$ cat src/rtl/conv_mac_unit.sv
// 3x3 convolution MAC: snapshots window and kernel on start, then one product per cycle.
// Result 10 cycles after start is sampled; start is ignored while busy (no queueing), so throughput is one result per 10 cycles.
module conv_mac_unit #(
    parameter int SATURATE = 1
) (
    input  logic        clk,
    input  logic        n_rst,
    input  logic        start,
    input  logic [35:0] sample_in,
    input  logic [35:0] kernel_in,
    output logic        busy,
    output logic        result_valid,
    output logic [11:0] raw_sum,
    output logic [7:0]  pixel_out
);

    typedef enum logic {
        IDLE = 1'b0,
        MAC  = 1'b1
    } state_t;

    state_t             state_q;
    logic [35:0]        sample_q;
    logic [35:0]        kernel_q;
    logic signed [11:0] acc_q;
    logic [3:0]         idx_q;

    logic [3:0]         pix_cur;
    logic [3:0]         coef_cur;
    logic signed [11:0] prod;
    logic signed [11:0] acc_d;
    logic [7:0]         pix_map;

    // Pixel is unsigned, coefficient signed; both widened to 12 bits so the
    // product and the running sum stay in accumulator width (|sum| <= 1080).
    always_comb begin
        pix_cur  = sample_q[{idx_q, 2'b00} +: 4];
        coef_cur = kernel_q[{idx_q, 2'b00} +: 4];
        prod     = $signed({8'b0, pix_cur}) * $signed({{8{coef_cur[3]}}, coef_cur});
        acc_d    = acc_q + prod;
    end

    always_comb begin
        pix_map = acc_d[7:0];
        if (SATURATE != 0) begin
            if (acc_d[11]) begin
                pix_map = 8'd0;
            end else if (acc_d[11:8] != 4'd0) begin
                pix_map = 8'd255;
            end
        end
    end

    assign busy = (state_q == MAC);

    always_ff @(posedge clk or negedge n_rst) begin
        if (!n_rst) begin
            state_q      <= IDLE;
            sample_q     <= '0;
            kernel_q     <= '0;
            acc_q        <= '0;
            idx_q        <= '0;
            result_valid <= 1'b0;
            raw_sum      <= '0;
            pixel_out    <= '0;
        end else begin
            result_valid <= 1'b0;
            case (state_q)
                IDLE: begin
                    if (start) begin
                        sample_q <= sample_in;
                        kernel_q <= kernel_in;
                        acc_q    <= '0;
                        idx_q    <= '0;
                        state_q  <= MAC;
                    end
                end
                MAC: begin
                    acc_q <= acc_d;
                    if (idx_q == 4'd8) begin
                        idx_q        <= '0;
                        raw_sum      <= acc_d;
                        pixel_out    <= pix_map;
                        result_valid <= 1'b1;
                        state_q      <= IDLE;
                    end else begin
                        idx_q <= idx_q + 4'd1;
                    end
                end
                default: state_q <= IDLE;
            endcase
        end
    end

endmodule

$ cat config.mk
export PLATFORM = sky130hd
export DESIGN_NAME = conv_mac_unit
export DESIGN_NICKNAME = d
export VERILOG_FILES = /design/src/rtl/conv_mac_unit.sv
export SDC_FILE = /design/constraint.sdc
export NUM_CORES = 1
export LEC_CHECK = 0
export CAP_MARGIN = 10
export CORE_MARGIN = 2
export CORE_UTILIZATION = 55
export CTS_BUF_LIST = sky130_fd_sc_hd__clkbuf_4 sky130_fd_sc_hd__clkbuf_8
export DETAILED_ROUTE_END_ITERATION = 8
export PLACE_DENSITY = 0.86
export SLEW_MARGIN = 25
export SYNTH_ARGS = -nofsm -noshare
export SYNTH_HDL_FRONTEND = slang
export SYNTH_SLANG_ARGS = --single-unit
$ cat constraint.sdc
create_clock -name clk -period 15.4 [get_ports clk]
set_input_delay 2.31 -clock clk [delete_from_list [all_inputs] [get_ports clk]]
set_output_delay 2.31 -clock clk [all_outputs]
set_load 0.05 [all_outputs]
==> run metrics <==
Slew Viols, Final 0; Yosys cell types 43; commonest non-fill, non-tap cells in the layout dfrtp_1 (109), clkdlybuf4s50_1 (95), mux2_2 (72), nand2_1 (48), o21ai_0 (36); gr usage total 22.5%; Post-synth EDFFs 0; Post-Synthesis Cells 478; Worst-path clk slew 0.10 ns; largest family of logic cells by synthesized area multiplexers; fill count 757; num rows 37; minimum clock period 6.10 ns; xor and xnor area share after synthesis 1.21%; compound-cell area share of the yosys netlist 8.24%; unrepaired setup endpoints after global routing false; Max clock buf depth 2; die area 0.0114 sq mm; Worst slew margin 39.9%; crit start category register; ys flop type dfrtp_1; commonest non-fill, non-tap cell in the layout dfrtp_1; CTS tree done; Post-Synth Simple-Gate Area 8.22%; post-route ant nets 0; Nets 681; Initial Util 56.4%; clock skew 0.0119 ns; cell family with most CP delay adder cells; global route total overflow 0; area taken by multi-input logic gates 0.00286 sq mm; Area Overhead vs Synth 21.9%; WL final 11.9 mm; wire per inst 16.9 um; Ys Warns 0; DR DRC count 0; CTS H-tree lvls 3; Initial DRC Count 191; initial antenna violation count 0; met1 layer usage reported by global route 28.9%; post-synthesis mux area share 21.5%; max-cap check violation count 0; Setup CP Type register to register; status completed; setup TNS 0 ns; vias per cell 5.53; CP Buf/Inv Count 0; Final setup viols 0; CP dominant cell by count fa_1; postcts setup bufs 0; Hold-fix buffers, CTS 0; CTS buffer count 9; CP Data Arrival Time 6.34 ns; Req. time, crit path 15.64 ns; dpl cells 691; crit-path cells mux4_2, nor2_1, a31oi_1, a22oi_4, or2_2, fa_1, fa_1, fa_1, fa_1, nor2b_1, o211a_1, o21ai_0, a311oi_1, o21ai_0, nor4b_4, a211oi_1; grt met3 use 6.75%; DR vias 3906; crit path max-delay cell type dfrtp_1; root buf cell clkbuf_8; final hold viol count 0; global placement routability congestion 0.896; Skew-Pair Late Insertion Delay 0.38 ns; ANT cells 0; crit-path max FO 20; Hold Path Class register to register; Cell Area, Synth 0.00580 sq mm; upper clock frequency limit 164 MHz; first-pass GRT wire length 20.0 mm; Core Area 0.0103 sq mm; synthesized area per cell 12.1 sq um; period utilization 39.6%; Post-DP HPWL 8.85 mm; Seq/Total Area, Yosys 47.5%; die width 107 um; Crit. End Element register; syn_nets 593; FF/Latch Area 0.00275 sq mm; largest area contributor in the netlist dfrtp_1; post-layout instance count excluding filler cells 706; post-CTS resize count 0; IO Port Bufs 96; flops & latches, synth 110; gr busiest metal met2; met2 Track Usage GR 37.3%; Synth Area in Adders 10.1%; Slew @ Worst Pin 0.901 ns; I/O pin cnt 97; pin count of the biggest net entering global routing 73; Synth top area share 47.5%; top post-synthesis cells by area dfrtp_1 (47%), mux2_2 (14%), ha_1 (6.3%), mux4_2 (5.0%), fa_1 (3.8%); Sink Count 110; die height 107 um; number of global-route vias before repair 4173; DRT Pass-1 Iters 4; critical path's largest stage delay 0.95 ns; post-synthesis async set-or-reset flop share 100%; layout cells sized above 1 20.0%
-- through the flow --
step | area [sq um] | util, % | setup slack [ns] | hold WS, ns
after floorplan | 5800 | - | 10.17 | 0.456
after global placement | 6860 | 66.7 | 9.41 | 0.458
after detailed placement | 6860 | 66.7 | 9.18 | 0.465
after CTS | 7070 | 68.7 | 9.13 | 0.490
after global routing | 7070 | 68.8 | 8.94 | 0.511
final | 7070 | 68.8 | 9.30 | 0.485
-- state kept, by name, indices dropped and copies added, names as in the netlist --
| register | cells |
|---|---|
| acc_q | 12 |
| result_valid | 1 |
| busy | 1 |
| sample_q | 36 |
| raw_sum | 12 |
| pixel_out | 8 |
| idx_q | 4 |
| kernel_q | 36 |
-- cells by family (layout without fill, tap and decap cells) --
family / after synthesis / after routing
flip-flops: 110 / 110
AND/OR/NAND/NOR: 101 / 101
multiplexers: 96 / 96
AO/OA/AOI/OAI: 75 / 75
buffers and inverters: 48 / 140
adder cells (fa/ha/maj): 40 / 40
XOR/XNOR: 8 / 8
-- final cells by class --
type / count / share of cell area, %
repair buffers: 98 / 13.8
well taps: 136 / 2.41
clock inverters: 6 / 1.17
clock buffers: 9 / 1.75
flip-flops and latches: 110 / 39.0
inverters: 27 / 1.43
multi-input cells: 320 / 40.5
-- path summary, 6_finish.rpt --
check                           start      endpoint  slack (ns)  cells past startpoint
hold reg to reg            raw_sum[8]    raw_sum[8]        0.49                      2
setup reg to reg             idx_q[1]  pixel_out[2]        9.30                     16
max in group asynchronous       n_rst      idx_q[0]       12.24                      2
min in group asynchronous       n_rst      acc_q[8]        1.94                      1
setup / recovery             idx_q[1]  pixel_out[2]        9.30                     16
hold / removal             raw_sum[8]    raw_sum[8]        0.49                      2
-- synth_stat cells, drive strengths merged, types with 2 or more instances --
cell type,number
dfrtp,110
mux2,72
nand2,48
o21ai,36
ha,29
inv,27
nor2,20
clkbuf,17
mux4,15
a21oi,11
fa,11
and2,9
mux2i,9
a211oi,8
nand3,7
nor2b,6
xnor2,6
a21o,4
buf,4
nor3,3
o21a,3
a22o,2
a31oi,2
o211a,2
o211ai,2
or2,2
xor2,2
-- metal layers --
layer,share of wire (%),up-vias
met5,0,-
met4,1.6,0
met3,6.1,21
met2,49,114
met1,43,1926
li1,-,1845
-- worst register-to-register path, stage by stage, from the launching register on --
cell and delay [ns]:
dfrtp_1 0.95, mux4_2 0.63, nor2_1 0.10, a31oi_1 0.07, a22oi_4 0.40, or2_2 0.20, fa_1 0.41, fa_1 0.52
fa_1 0.54, fa_1 0.47, nor2b_1 0.18, o211a_1 0.17, o21ai_0 0.11, a311oi_1 0.37, o21ai_0 0.26, nor4b_4 0.46
a211oi_1 0.15
Power is left out: the tool's default activity adds up to more than one toggle a clock period on the data nets, which glitch-free logic cannot reach.
